<file path="config.mk">
export PLATFORM = sky130hd
export DESIGN_NAME = alarm_controller
export DESIGN_NICKNAME = d
export VERILOG_FILES = /design/src/rtl/alarm_controller.sv
export SDC_FILE = /design/constraint.sdc
export NUM_CORES = 1
export LEC_CHECK = 0
export CORE_ASPECT_RATIO = 0.7
export CORE_MARGIN = 2
export CORE_UTILIZATION = 58
export DETAILED_ROUTE_END_ITERATION = 10
export DONT_BUFFER_PORTS = 1
export PLACE_DENSITY = 0.76
export SLEW_MARGIN = 5
export SYNTH_ARGS = -nofsm -noshare
export SYNTH_HDL_FRONTEND = slang
export SYNTH_SLANG_ARGS = --single-unit
</file>
<file path="constraint.sdc">
create_clock -name i_Clk_5MHz -period 2.7 [get_ports i_Clk_5MHz]
set_input_delay 0.81 -clock i_Clk_5MHz [delete_from_list [all_inputs] [get_ports i_Clk_5MHz]]
set_output_delay 0.81 -clock i_Clk_5MHz [all_outputs]
set_load 0.02 [all_outputs]
</file>
<file path="src/rtl/alarm_controller.sv">
// Alarm sequencing controller: arm/ring/snooze/stop FSM, time-stamp match,
// buzzer beep pattern and auto-repeating alarm-set strobes.
module alarm_controller #(
    parameter int unsigned MAX_COUNT       = 8640000,
    parameter int unsigned CLK_PER_CS      = 50000,
    parameter int unsigned SNOOZE_CS       = 54000,
    parameter int unsigned RING_CS         = 6000,
    parameter int unsigned BEEP_CS         = 50,
    parameter int unsigned REPEAT_DELAY_CS = 50,
    parameter int unsigned REPEAT_RATE_CS  = 10
) (
    input  logic        i_Clk_5MHz,
    input  logic        i_Reset_n,
    input  logic [23:0] i_Time_Stamp,
    input  logic [23:0] i_Alarm_Time_Stamp,
    input  logic        i_Set_Mode,
    input  logic        i_Minutes_Btn,
    input  logic        i_Hours_Btn,
    input  logic        i_Arm_Toggle,
    input  logic        i_Snooze,
    input  logic        i_Stop,
    output logic        o_Minutes_Inc,
    output logic        o_Hours_Inc,
    output logic        o_Armed,
    output logic        o_Ringing,
    output logic        o_Snoozing,
    output logic        o_Buzzer
);

    localparam int unsigned TS_W    = 24;
    localparam int unsigned SUM_W   = TS_W + 1;
    localparam int unsigned PRE_W   = (CLK_PER_CS > 1) ? $clog2(CLK_PER_CS) : 1;
    localparam int unsigned RING_W  = (RING_CS > 1) ? $clog2(RING_CS) : 1;
    localparam int unsigned BEEP_W  = (BEEP_CS > 1) ? $clog2(BEEP_CS) : 1;
    localparam int unsigned REP_MAX = (REPEAT_DELAY_CS > REPEAT_RATE_CS) ?
                                      REPEAT_DELAY_CS : REPEAT_RATE_CS;
    localparam int unsigned REP_W   = (REP_MAX > 1) ? $clog2(REP_MAX) : 1;

    typedef enum logic [1:0] {
        ST_DISARMED = 2'd0,
        ST_ARMED    = 2'd1,
        ST_RINGING  = 2'd2,
        ST_SNOOZE   = 2'd3
    } state_t;

    state_t              state;
    state_t              state_nxt;
    logic [PRE_W-1:0]    pre_cnt;
    logic                tick;
    logic [TS_W-1:0]     prev_stamp;
    logic [TS_W-1:0]     snooze_reg;
    logic [SUM_W-1:0]    snooze_sum;
    logic [SUM_W-1:0]    snooze_wrap;
    logic [RING_W-1:0]   ring_cnt;
    logic [BEEP_W-1:0]   beep_cnt;
    logic                phase;
    logic                phase_nxt;
    logic                ring_last;
    logic                beep_last;
    logic                trigger;
    logic                ring_timeout;
    logic                ring_entry;
    logic                snooze_load;

    logic [1:0]          btn;
    logic [1:0]          btn_prev;
    logic                btn_active;
    logic [1:0]          strobe_c;
    logic [REP_W-1:0]    rep_cnt         [2];
    logic [REP_W-1:0]    rep_cnt_nxt     [2];
    logic [1:0]          rep_started;
    logic [1:0]          rep_started_nxt;

    // Free-running hundredth-second prescaler
    assign tick = (pre_cnt == PRE_W'(CLK_PER_CS - 1));

    always_ff @(posedge i_Clk_5MHz or negedge i_Reset_n) begin
        if (!i_Reset_n) begin
            pre_cnt <= '0;
        end else begin
            pre_cnt <= tick ? '0 : pre_cnt + PRE_W'(1);
        end
    end

    // Snooze target wraps past midnight
    assign snooze_sum  = SUM_W'(i_Time_Stamp) + SUM_W'(SNOOZE_CS);
    assign snooze_wrap = (snooze_sum >= SUM_W'(MAX_COUNT)) ?
                         snooze_sum - SUM_W'(MAX_COUNT) : snooze_sum;

    assign ring_last = (ring_cnt == RING_W'(RING_CS - 1));
    assign beep_last = (beep_cnt == BEEP_W'(BEEP_CS - 1));

    always_ff @(posedge i_Clk_5MHz or negedge i_Reset_n) begin
        if (!i_Reset_n) begin
            state <= ST_DISARMED;
        end else begin
            state <= state_nxt;
        end
    end

    // Next state, trigger and buzzer phase; stop > snooze > arm toggle > trigger/timeout
    always_comb begin
        state_nxt    = state;
        trigger      = 1'b0;
        ring_timeout = 1'b0;
        ring_entry   = 1'b0;
        snooze_load  = 1'b0;
        phase_nxt    = phase;

        if (i_Time_Stamp != prev_stamp) begin
            if (state == ST_SNOOZE) begin
                trigger = (i_Time_Stamp == snooze_reg);
            end else begin
                trigger = (i_Time_Stamp == i_Alarm_Time_Stamp);
            end
        end
        ring_timeout = (state == ST_RINGING) && tick && ring_last;

        case (state)
            ST_DISARMED: begin
                if (i_Arm_Toggle) state_nxt = ST_ARMED;
            end
            ST_ARMED: begin
                if (i_Arm_Toggle)  state_nxt = ST_DISARMED;
                else if (trigger)  state_nxt = ST_RINGING;
            end
            ST_RINGING: begin
                if (i_Stop)            state_nxt = ST_ARMED;
                else if (i_Snooze)     state_nxt = ST_SNOOZE;
                else if (i_Arm_Toggle) state_nxt = ST_DISARMED;
                else if (ring_timeout) state_nxt = ST_ARMED;
            end
            ST_SNOOZE: begin
                if (i_Stop)            state_nxt = ST_ARMED;
                else if (i_Arm_Toggle) state_nxt = ST_DISARMED;
                else if (trigger)      state_nxt = ST_RINGING;
            end
            default: state_nxt = ST_DISARMED;
        endcase

        ring_entry  = (state_nxt == ST_RINGING) && (state != ST_RINGING);
        snooze_load = (state == ST_RINGING) && (state_nxt == ST_SNOOZE);

        if (ring_entry) begin
            phase_nxt = 1'b1;
        end else if ((state == ST_RINGING) && tick && beep_last) begin
            phase_nxt = ~phase;
        end
    end

    // Ring timeout, beep timing, snooze target and stamp history
    always_ff @(posedge i_Clk_5MHz or negedge i_Reset_n) begin
        if (!i_Reset_n) begin
            ring_cnt   <= '0;
            beep_cnt   <= '0;
            phase      <= 1'b0;
            snooze_reg <= '0;
            prev_stamp <= '0;
        end else begin
            prev_stamp <= i_Time_Stamp;
            phase      <= phase_nxt;
            if (ring_entry) begin
                ring_cnt <= '0;
                beep_cnt <= '0;
            end else if ((state == ST_RINGING) && tick) begin
                ring_cnt <= ring_last ? '0 : ring_cnt + RING_W'(1);
                beep_cnt <= beep_last ? '0 : beep_cnt + BEEP_W'(1);
            end
            if (snooze_load) begin
                snooze_reg <= TS_W'(snooze_wrap);
            end
        end
    end

    assign btn        = {i_Hours_Btn, i_Minutes_Btn};
    assign btn_active = i_Set_Mode && (state != ST_RINGING) && (state_nxt != ST_RINGING);

    // Per-button edge strobe plus delayed auto-repeat; index 0 = minutes, 1 = hours
    always_comb begin
        strobe_c        = '0;
        rep_started_nxt = rep_started;
        for (int i = 0; i < 2; i++) begin
            rep_cnt_nxt[i] = rep_cnt[i];
            if (!btn_active || !btn[i]) begin
                rep_cnt_nxt[i]     = '0;
                rep_started_nxt[i] = 1'b0;
            end else if (!btn_prev[i]) begin
                strobe_c[i]        = 1'b1;
                rep_cnt_nxt[i]     = '0;
                rep_started_nxt[i] = 1'b0;
            end else if (tick) begin
                if (!rep_started[i]) begin
                    if (rep_cnt[i] == REP_W'(REPEAT_DELAY_CS - 1)) begin
                        strobe_c[i]        = 1'b1;
                        rep_cnt_nxt[i]     = '0;
                        rep_started_nxt[i] = 1'b1;
                    end else begin
                        rep_cnt_nxt[i] = rep_cnt[i] + REP_W'(1);
                    end
                end else begin
                    if (rep_cnt[i] == REP_W'(REPEAT_RATE_CS - 1)) begin
                        strobe_c[i]    = 1'b1;
                        rep_cnt_nxt[i] = '0;
                    end else begin
                        rep_cnt_nxt[i] = rep_cnt[i] + REP_W'(1);
                    end
                end
            end
        end
    end

    always_ff @(posedge i_Clk_5MHz or negedge i_Reset_n) begin
        if (!i_Reset_n) begin
            btn_prev    <= '0;
            rep_started <= '0;
            for (int i = 0; i < 2; i++) begin
                rep_cnt[i] <= '0;
            end
        end else begin
            btn_prev    <= btn;
            rep_started <= rep_started_nxt;
            for (int i = 0; i < 2; i++) begin
                rep_cnt[i] <= rep_cnt_nxt[i];
            end
        end
    end

    // Registered outputs, driven from next-state values
    always_ff @(posedge i_Clk_5MHz or negedge i_Reset_n) begin
        if (!i_Reset_n) begin
            o_Minutes_Inc <= 1'b0;
            o_Hours_Inc   <= 1'b0;
            o_Armed       <= 1'b0;
            o_Ringing     <= 1'b0;
            o_Snoozing    <= 1'b0;
            o_Buzzer      <= 1'b0;
        end else begin
            o_Minutes_Inc <= strobe_c[0];
            o_Hours_Inc   <= strobe_c[1];
            o_Armed       <= (state_nxt != ST_DISARMED);
            o_Ringing     <= (state_nxt == ST_RINGING);
            o_Snoozing    <= (state_nxt == ST_SNOOZE);
            o_Buzzer      <= (state_nxt == ST_RINGING) && phase_nxt;
        end
    end

endmodule
</file>
==> run_results.csv, run 1 <==
group,metric,value,unit
placed_design,io_buffers,0,
route,drt-total-wl,24.0,mm
finish,stdcell_count,1005,
yosys,synthCells,750,
pwr,irDropWorstVdd,0.000319,V
run,drv_cap,0,
yosys,synth_cell_types,78,
sta,fmaxAchievable,255,MHz
floorplan,io_pins,62,
yosys,synthArstFlopShare,100,%
worst_setup_path,cp.arrival,4.17,ns
worst_setup_path,slowest_stage,"or4b_4",
pwr,cellLeakagePower,3.69,nW
finish,drive_gt1_share,30.5,%
yosys,synth_top_area_cell,"dfrtp_1",
sta,hold_viol_final,0,
route,detail_route.vias_per_cell,6.78,
yosys,avgSynthCellArea,9.14,sq um
yosys,ys.flop_type,"dfrtp_1",
finish,areaGrowthSynthToFinish,28.6,%
worst_setup_path,crit_family,"compound AO/OA/AOI/OAI gates",
floorplan,die_x,134,um
floorplan,start_util,59.1,%
yosys,synth.area.top_cells,"dfrtp_1 39%, xor2_1 5.5%, xnor2_1 5.1%",
status,outcome,"complete, but fails checks",
yosys,synth.most_common_cell,"dfrtp_1",
floorplan,rows,33,
worst_setup_path,crit_path_max_incr_delay,0.50,ns
floorplan,die_area,12700,sq um
finish,fillers,754,
clock_tree,cts.path.max_buffers,2,
yosys,synth-seq-area-share,39.4,%
sta,slew_violations,0,
clock_tree,ctsRootBufferMaster,"clkbuf_16",
sta,setup_violations,64,
clock_tree,cts_tree,"built",
yosys,synth_enable_flop_cells,0,
floorplan,die_h,95.0,um
pwr,power,3.77,mW
worst_setup_path,critical_path.most_common_cell,"xnor2_2",
clock_tree,numCtsBuffers,9,
sta,skew,0.0151,ns
sta,period_minus_slack,3.92,ns
global_routing,antenna_found_initial,1,
yosys,ys_warn_count,0,
placed_design,gp_congestion,1.05,
global_routing,globalRouteOverflowTotal,0,
pwr,powerDensity,427,nW/um^2
route,final_antenna_net_count,0,
placed_design,place_hpwl,14.7,mm
global_routing,grt_util_all_layers,35.2,%
worst_setup_path,critPathLaunchType,"input port",
yosys,synth_nets,817,
worst_setup_path,end_kind,"flop",
status,violations,"setup timing",
worst_setup_path,worst-path-max-fanout,12,
clock_tree,cts_htree_levels,3,
sta,min_period_over_period,145,%
finish,post-route-util,76.0,%
route,first_pass_iters,7,
route,vias,6809,
worst_hold_path,hold_path.class,"in -> async",
clock_tree,cts_hold_buf,0,
clock_tree,clk_pin_slew,0.08,ns
sta,timing.slew.headroom,51.7,%
yosys,yosys_register_bits,108,
worst_setup_path,critPathRequiredTime,2.95,ns
worst_setup_path,cp_cell_sequence,"clkinv_8 > ha_4 > or3b_4 > a21oi_4 > xnor2_2 > ha_2 > o21bai_1 > a221o_1 > a2111oi_4 > nor2_2 > a211oi_2 > o31ai_2 > and2_4 > or4b_4 > xnor2_2 > mux2_4",
route,detail_route.wl_per_cell,23.9,um
sta,worst_pin_slew,0.706,ns
yosys,synth.top_cell.area_share,39.4,%
global_routing,grt_pass1_wl,34.2,mm
floorplan,coreArea,11600,sq um
sta,rsz0062_at_grt,"true",
global_routing,grt_max_degree,109,
worst_setup_path,worst-path-buf-inv,1,
sta,setup_ws,-1.22,ns
worst_setup_path,criticalPathCategory,"in -> reg",
yosys,netlist_area,6860,sq um
global_routing,first_global_vias,6433,
clock_tree,clock-sinks,108,
route,drc,0,
clock_tree,clkLatencyLatePin,0.37,ns
finish,nets,909,
route,drtIter0Drc,1185,
yosys,yosys-top-cells-count,"108 x dfrtp_1, 66 x nor2_1, 57 x nand2_1, 43 x o21ai_0, 43 x xor2_1",
placed_design,dp.cells,962,
## per-layer routing
layer	GRT usage [%]	share of wire, %
met5	0	0
met4	13.8	5.6
met3	12.8	13
met2	53.2	43
met1	46.3	38
## cell usage in the layout, fill, tap and decap left out, drive strengths merged, types with 4 or more instances in the layout
cell type	Yosys	routed
buf	20	111
dfrtp	108	108
nor2	67	67
nand2	57	57
xor2	43	43
o21ai	43	43
xnor2	41	41
a21oi	40	40
inv	32	30
nand3	26	26
nor3	21	21
nand4	16	16
nor2b	16	16
mux2	16	16
clkbuf	14	16
and3	15	15
nand2b	15	15
a31oi	14	14
mux2i	13	13
nor4	12	12
ha	11	11
o31ai	9	9
a211oi	8	8
or3	7	7
a2111oi	6	6
nand3b	5	5
a22oi	5	5
o211ai	5	5
nor4b	5	5
and2	4	5
clkinv	0	5
nor3b	4	4
o41ai	4	4
## layout make-up
| class | count | area, sq um | share of cell area [%] |
|---|---|---|---|
| inverters | 32 | 169 | 1.92 |
| repair buffers | 114 | 1030 | 11.7 |
| clock inverters | 3 | 22.5 | 0.255 |
| flip-flops and latches | 108 | 2700 | 30.6 |
| well taps | 157 | 196 | 2.23 |
| multi-input cells | 577 | 4450 | 50.4 |
| diodes | 1 | 2.50 | 0.0284 |
| clock buffers | 13 | 250 | 2.84 |
## kinds of logic (layout without fill, tap and decap cells)
kind of cell | count (synthesis) | count (layout) | synth area share, %
AND/OR/NAND/NOR | 283 | 284 | 21.8
AO/OA/AOI/OAI | 169 | 169 | 17.0
flip-flops | 108 | 108 | 39.4
XOR/XNOR | 84 | 84 | 11.0
buffers and inverters | 66 | 162 | 4.20
multiplexers | 29 | 29 | 4.53
adder cells (fa/ha/maj) | 11 | 11 | 2.01
other | 0 | 1 | 0
## where the power goes
| group | internal [mW] | total (mW) | switching (mW) |
|---|---|---|---|
| clock | 0.656 | 1.30 | 0.641 |
| combinational | 0.376 | 0.759 | 0.383 |
| sequential | 1.66 | 1.71 | 0.0495 |
| total | 2.69 | 3.77 | 1.07 |
## stage by stage
step / setup slack (ns) / hold slack, ns / setup TNS, ns / cell area, sq um
global route: -1.26 / 0.129 / -38.97 / 8820
CTS: -1.11 / 0.136 / -22.30 / 8410
floorplan: -1.84 / 0.425 / -26.70 / 7130
global placement: -1.46 / 0.440 / -39.58 / 7720
detailed placement: -1.56 / 0.451 / -43.32 / 7720
finish: -1.22 / 0.132 / -36.08 / 8820
## repair_timing
item / 4_1_cts / 5_1_grt
setup endpoints to repair: 65 / 62
setup buffers: 13 / 11
gates cloned: 5 / 1
pin swaps: 22 / 20
resized for setup: 46 / 96
## worst paths after layout
kind	startpoint	endpoint	slack, ns	depth (start not counted)
setup / recovery	i_Time_Stamp[4]	snooze_reg[22]	-1.22	16
hold reg to reg	pre_cnt[0]	pre_cnt[0]	0.48	1
max in group asynchronous	i_Reset_n	snooze_reg[23]	2.43	0
hold / removal	i_Reset_n	snooze_reg[13]	0.13	0
min in group i_Clk_5MHz	i_Time_Stamp[22]	prev_stamp[22]	0.47	0
setup reg to reg	state[0]	snooze_reg[12]	-0.58	12
Note: power is estimated with default switching activity, not from simulation.
==> run 2, diff against run 1 <==
--- a/config.mk
+++ b/config.mk
@@ -7,10 +7,10 @@
 export LEC_CHECK = 0
 export CORE_ASPECT_RATIO = 0.7
 export CORE_MARGIN = 2
-export CORE_UTILIZATION = 58
+export CORE_UTILIZATION = 65
 export DETAILED_ROUTE_END_ITERATION = 10
 export DONT_BUFFER_PORTS = 1
-export PLACE_DENSITY = 0.76
+export PLACE_DENSITY = 0.81
 export SLEW_MARGIN = 5
 export SYNTH_ARGS = -nofsm -noshare
 export SYNTH_HDL_FRONTEND = slang
==> constraint.sdc (replaced) <==
create_clock -name i_Clk_5MHz -period 4.55 [get_ports i_Clk_5MHz]
set_input_delay 1.365 -clock i_Clk_5MHz [delete_from_list [all_inputs] [get_ports i_Clk_5MHz]]
set_output_delay 1.365 -clock i_Clk_5MHz [all_outputs]
set_load 0.02 [all_outputs]
==> run 2 against run 1 <==
Net effect:
- the run now ends clean
- critical path depth unchanged
- total power decreased by 46%
- die area decreased by 10%
- register-to-register slack improved by 1.1 ns
- clock power decreased by 41%
- design area decreased by 17%
==> run_results.csv, run 2 (same netlist as run 1, synthesis figures left out) <==
group,metric,value,unit
status,outcome,"finished, final reports clean",
floorplan,rows,31,
floorplan,coreArea,10300,sq um
clock_tree,clkLatencyLatePin,0.36,ns
route,drtIter0Drc,709,
run,drv_cap,0,
sta,period_minus_slack,4.41,ns
clock_tree,post-cts-setup-buffers,0,
route,detail_route.vias_per_cell,6.66,
finish,finalInstanceArea,7340,sq um
sta,rsz0062_at_grt,"false",
global_routing,grt_pass1_wl,29.1,mm
sta,tns,0,ns
pwr,cellLeakagePower,3.00,nW
route,final_antenna_net_count,0,
placed_design,placed_cell_area,7050,sq um
route,drt-total-wl,18.3,mm
sta,min_period_over_period,96.9,%
global_routing,globalRouteOverflowTotal,0,
clock_tree,cts.path.max_buffers,2,
clock_tree,clk_pin_slew,0.07,ns
worst_setup_path,critPathLaunchType,"input port",
sta,timing.slew.headroom,56.3,%
placed_design,gp_congestion,0.976,
route,drc,0,
worst_setup_path,worstSetupEndpoint,"snooze_reg[22]",
worst_setup_path,critPathRequiredTime,4.80,ns
worst_setup_path,timing.rr.end,"snooze_reg[19]",
sta,skew,0.00937,ns
sta,fmaxAchievable,227,MHz
worst_setup_path,criticalPathCategory,"in -> reg",
clock_tree,post_cts_resized,0,
worst_setup_path,ff2ff_setup_slack,0.56,ns
sta,setup_violations,0,
floorplan,die_area,11400,sq um
floorplan,die_h,89.9,um
global_routing,grt_util_all_layers,32.5,%
route,first_pass_iters,5,
clock_tree,cts_tree,"built",
worst_setup_path,startpoint,"i_Time_Stamp[4]",
pwr,powerDensity,279,nW/um^2
clock_tree,clock-sinks,108,
worst_setup_path,end_kind,"flop",
pwr,irDropWorstVdd,0.000202,V
worst_setup_path,worst-path-max-fanout,12,
worst_setup_path,worst-r2r-cell-count,11,
route,vias,5880,
sta,hold_viol_final,0,
finish,stdcell_count,883,
worst_setup_path,cp.arrival,4.66,ns
worst_hold_path,hold_path.class,"reg -> reg",
sta,worst_pin_slew,0.655,ns
global_routing,first_global_vias,5344,
finish,fillers,761,
placed_design,place_hpwl,13.4,mm
worst_hold_path,holdPathStages,1,
finish,areaGrowthSynthToFinish,7.05,%
floorplan,start_util,66.4,%
placed_design,dp.cells,867,
route,detail_route.wl_per_cell,20.7,um
finish,diodes,0,
clock_tree,numCtsBuffers,9,
floorplan,die_x,127,um
worst_setup_path,reg2reg_from,"state[1]",
pwr,power,2.05,mW
clock_tree,ctsRootBufferMaster,"clkbuf_16",
sta,slew_violations,0,
finish,final_cell_mix,"108 x dfrtp_1, 66 x nor2_1, 57 x nand2_1, 43 x xor2_1, 43 x o21ai_0",
clock_tree,cts_hold_buf,0,
placed_design,io_buffers,0,
global_routing,antenna_found_initial,0,
clock_tree,cts_htree_levels,3,
finish,final_common_cell,"dfrtp_1",
global_routing,grt_max_degree,109,
floorplan,io_pins,62,
finish,drive_gt1_share,10.4,%
finish,nets,813,
-- run 2: cell types whose count changed in the layout (fill, tap and decap cells not counted), moves of 10 or more --
cell | before | now
buf_4 | 92 | 19
buf_6 | 13 | 0
mux2_2 | 4 | 14
mux2_4 | 12 | 2
nand2_1 | 42 | 57
nor2_1 | 53 | 66
o21ai_0 | 18 | 43
o21ai_2 | 17 | 0
-- run 2: critical path, stage by stage --
cell and delay, ns:
inv_4 0.05, ha_4 0.12, or3b_1 0.41, a21oi_4 0.19
xnor2_2 0.15, ha_2 0.24, o21bai_1 0.08, a221o_1 0.32
a2111oi_4 0.25, nor2_2 0.09, a211oi_2 0.26, o31ai_2 0.09
and2_1 0.18, or4b_4 0.48, xnor2_1 0.14, mux2_4 0.25
-- run 2: layout make-up --
class	count	area [sq um]	share of cell area, %
clock inverters	4	31.3	0.426
clock buffers	12	256	3.50
well taps	132	165	2.25
multi-input cells	576	3910	53.3
repair buffers	19	143	1.94
flip-flops and latches	108	2700	36.8
inverters	32	128	1.74
-- run 2: per-stage QoR --
stage | hold slack, ns | util [%] | setup slack, ns
after floorplan | 0.425 | - | -0.542
after global placement | 0.436 | 68.3 | -0.125
after detailed placement | 0.446 | 68.3 | -0.189
after CTS | 0.455 | 71.1 | 0.169
after global routing | 0.470 | 71.1 | 0.00326
final | 0.453 | 71.1 | 0.140
-- run 2: power breakdown --
group | total, mW | internal [mW] | switching [mW]
logic | 0.263 | 0.117 | 0.146
clock network | 0.768 | 0.405 | 0.363
registers | 1.01 | 0.986 | 0.0275
total | 2.05 | 1.51 | 0.536
-- run 2: layer usage --
layer	share of wire (%)	GRT usage, %	up-vias
met5	0	0	-
met4	1.0	5.13	0
met3	14	11.6	24
met2	41	44.7	334
met1	44	50.3	2840
li1	-	-	2682
-- run 2: worst min-delay path by stage --
stage | to | slack [ns] | startpoint
2_1_floorplan | pre_cnt[0] | 0.43 | pre_cnt[0]
3_3_place_gp | o_Minutes_Inc | 0.44 | btn_prev[0]
3_5_place_dp | o_Minutes_Inc | 0.45 | btn_prev[0]
4_1_cts | o_Minutes_Inc | 0.46 | btn_prev[0]
5_1_grt | o_Minutes_Inc | 0.47 | btn_prev[0]
6_report | o_Minutes_Inc | 0.45 | btn_prev[0]
==> run 3, diff against run 2 <==
==> constraint.sdc (replaced) <==
create_clock -name i_Clk_5MHz -period 4.6 [get_ports i_Clk_5MHz]
set_input_delay 1.38 -clock i_Clk_5MHz [delete_from_list [all_inputs] [get_ports i_Clk_5MHz]]
set_output_delay 1.38 -clock i_Clk_5MHz [all_outputs]
set_load 0.02 [all_outputs]
==> run 3 against run 2 <==
Net effect:
- via count shrank 0.32%
- critical path depth is the same
- non-clock buffer count grew 1
- highest routed layer unchanged
- cell count grew 0.11%
- critical endpoint unchanged
- largest cell class unchanged
- die area is the same
- sequential power is essentially flat
- largest power group unchanged
==> run_results.csv, run 3 (same netlist as run 1, synthesis figures left out) <==
group,metric,value,unit
status,outcome,"finished, final reports clean",
clock_tree,post-cts-setup-buffers,0,
sta,timing.slew.headroom,58.0,%
placed_design,place_hpwl,13.8,mm
global_routing,globalRouteOverflowTotal,0,
sta,min_period_over_period,97.1,%
sta,setup_violations,0,
floorplan,rows,31,
finish,regArea,2700,sq um
floorplan,die_x,127,um
sta,holdWs,0.454,ns
finish,multi_input_area,3920,sq um
route,first_pass_iters,5,
floorplan,coreArea,10300,sq um
global_routing,grt_max_degree,109,
finish,final_common_cell,"dfrtp_1",
sta,fmaxAchievable,224,MHz
clock_tree,ctsRootBufferMaster,"clkbuf_16",
finish,drive_gt1_share,10.9,%
sta,skew,0.0105,ns
clock_tree,clock-sinks,108,
worst_setup_path,cp.arrival,4.71,ns
sta,worst_pin_slew,0.614,ns
pwr,powerDensity,275,nW/um^2
pwr,power,2.02,mW
placed_design,dp.cells,868,
route,final_antenna_net_count,0,
floorplan,die_h,89.9,um
pwr,p_int,1.48,mW
pwr,irDropWorstVdd,0.000204,V
worst_setup_path,critPathRequiredTime,4.85,ns
clock_tree,cts_htree_levels,3,
pwr,sw_frac_of_total,26.9,%
sta,hold_viol_final,0,
sta,period_minus_slack,4.47,ns
global_routing,grt_util_all_layers,34.1,%
floorplan,start_util,66.4,%
placed_design,io_buffers,0,
clock_tree,cts.path.max_buffers,2,
finish,diodes,0,
worst_setup_path,criticalPathCategory,"in -> reg",
clock_tree,numCtsBuffers,9,
clock_tree,clkLatencyLatePin,0.36,ns
finish,areaGrowthSynthToFinish,7.26,%
run,drv_cap,0,
pwr,p_switching,545,uW
route,vias,5861,
floorplan,io_pins,62,
pwr,combPwrFrac,13.0,%
finish,finalInstanceArea,7350,sq um
route,drc,0,
finish,final_cell_mix,"108 x dfrtp_1, 66 x nor2_1, 57 x nand2_1, 43 x xor2_1, 43 x o21ai_0",
pwr,clkPwrFrac,37.4,%
clock_tree,cts_hold_buf,0,
sta,rsz0062_at_grt,"false",
finish,post-route-util,71.3,%
route,detail_route.vias_per_cell,6.63,
global_routing,grt_pass1_wl,30.5,mm
finish,fillers,784,
worst_setup_path,worst-path-max-fanout,12,
worst_setup_path,critPathLaunchType,"input port",
clock_tree,cts_tree,"built",
clock_tree,post_cts_resized,0,
floorplan,die_area,11400,sq um
sta,slew_violations,0,
clock_tree,clk_pin_slew,0.08,ns
finish,stdcell_count,884,
worst_hold_path,hold_path.class,"reg -> reg",
route,drtIter0Drc,800,
placed_design,placed_cell_area,7060,sq um
finish,nets,814,
placed_design,gp_congestion,0.986,
global_routing,first_global_vias,5697,
pwr,seqPwrFrac,49.6,%
pwr,cellLeakagePower,3.00,nW
worst_setup_path,end_kind,"flop",
route,detail_route.wl_per_cell,21.1,um
global_routing,antenna_found_initial,0,
route,drt-total-wl,18.6,mm
==> run 3: per-stage QoR <==
step                setup WS [ns]  TNS (ns)
floorplan                  -0.507     -1.77
global placement           -0.102    -0.164
detailed placement         -0.227    -0.800
CTS                         0.137         0
global route               0.0346         0
finish                      0.134         0
==> run 3: layer usage <==
layer | track usage, % | part of all wire, % | up-vias
li1 | - | - | 2687
met1 | 50.7 | 44 | 2833
met2 | 46.0 | 41 | 319
met3 | 15.1 | 13 | 22
met4 | 7.05 | 1.1 | 0
met5 | 0 | 0 | -
==> run 3: critical path: stages <==
cell	delay (ns)
inv_4	0.04
ha_4	0.12
or3b_4	0.40
a21oi_4	0.17
xnor2_2	0.16
ha_2	0.24
o21bai_1	0.08
a221o_1	0.33
a2111oi_4	0.26
nor2_2	0.09
a211oi_2	0.26
o31ai_2	0.09
and2_1	0.19
or4b_4	0.49
xnor2_1	0.15
mux2_4	0.26
==> run 3: area by class of cell <==
cell class	count	area share (%)
multi-input combinational	576	53.3
sequential	108	36.8
clock buffer	10	3.25
tap	132	2.25
timing repair buffer	20	2.04
inverter	32	1.74
clock inverter	6	0.647
==> run 3: path summary, 6_finish.rpt <==
path                             endpoint  slack, ns  cells past startpoint            start
setup / recovery           snooze_reg[22]       0.13                     16  i_Time_Stamp[4]
hold / removal                 pre_cnt[0]       0.45                      1       pre_cnt[0]
setup reg to reg           snooze_reg[19]       0.40                     11         state[1]
hold reg to reg                pre_cnt[0]       0.45                      1       pre_cnt[0]
max in group asynchronous  snooze_reg[16]       3.73                      0        i_Reset_n
min in group asynchronous     pre_cnt[15]       0.71                      0        i_Reset_n
==> run 3: power by group through the flow <==
stage,Sequential (mW),Combinational [mW],Clock [mW]
after detailed placement,1.02,0.254,0
final,1.00,0.264,0.758
after floorplan,1.02,0.217,0
after global routing,1.01,0.287,0.797
after global placement,1.02,0.248,0
after CTS,1.00,0.256,0.767
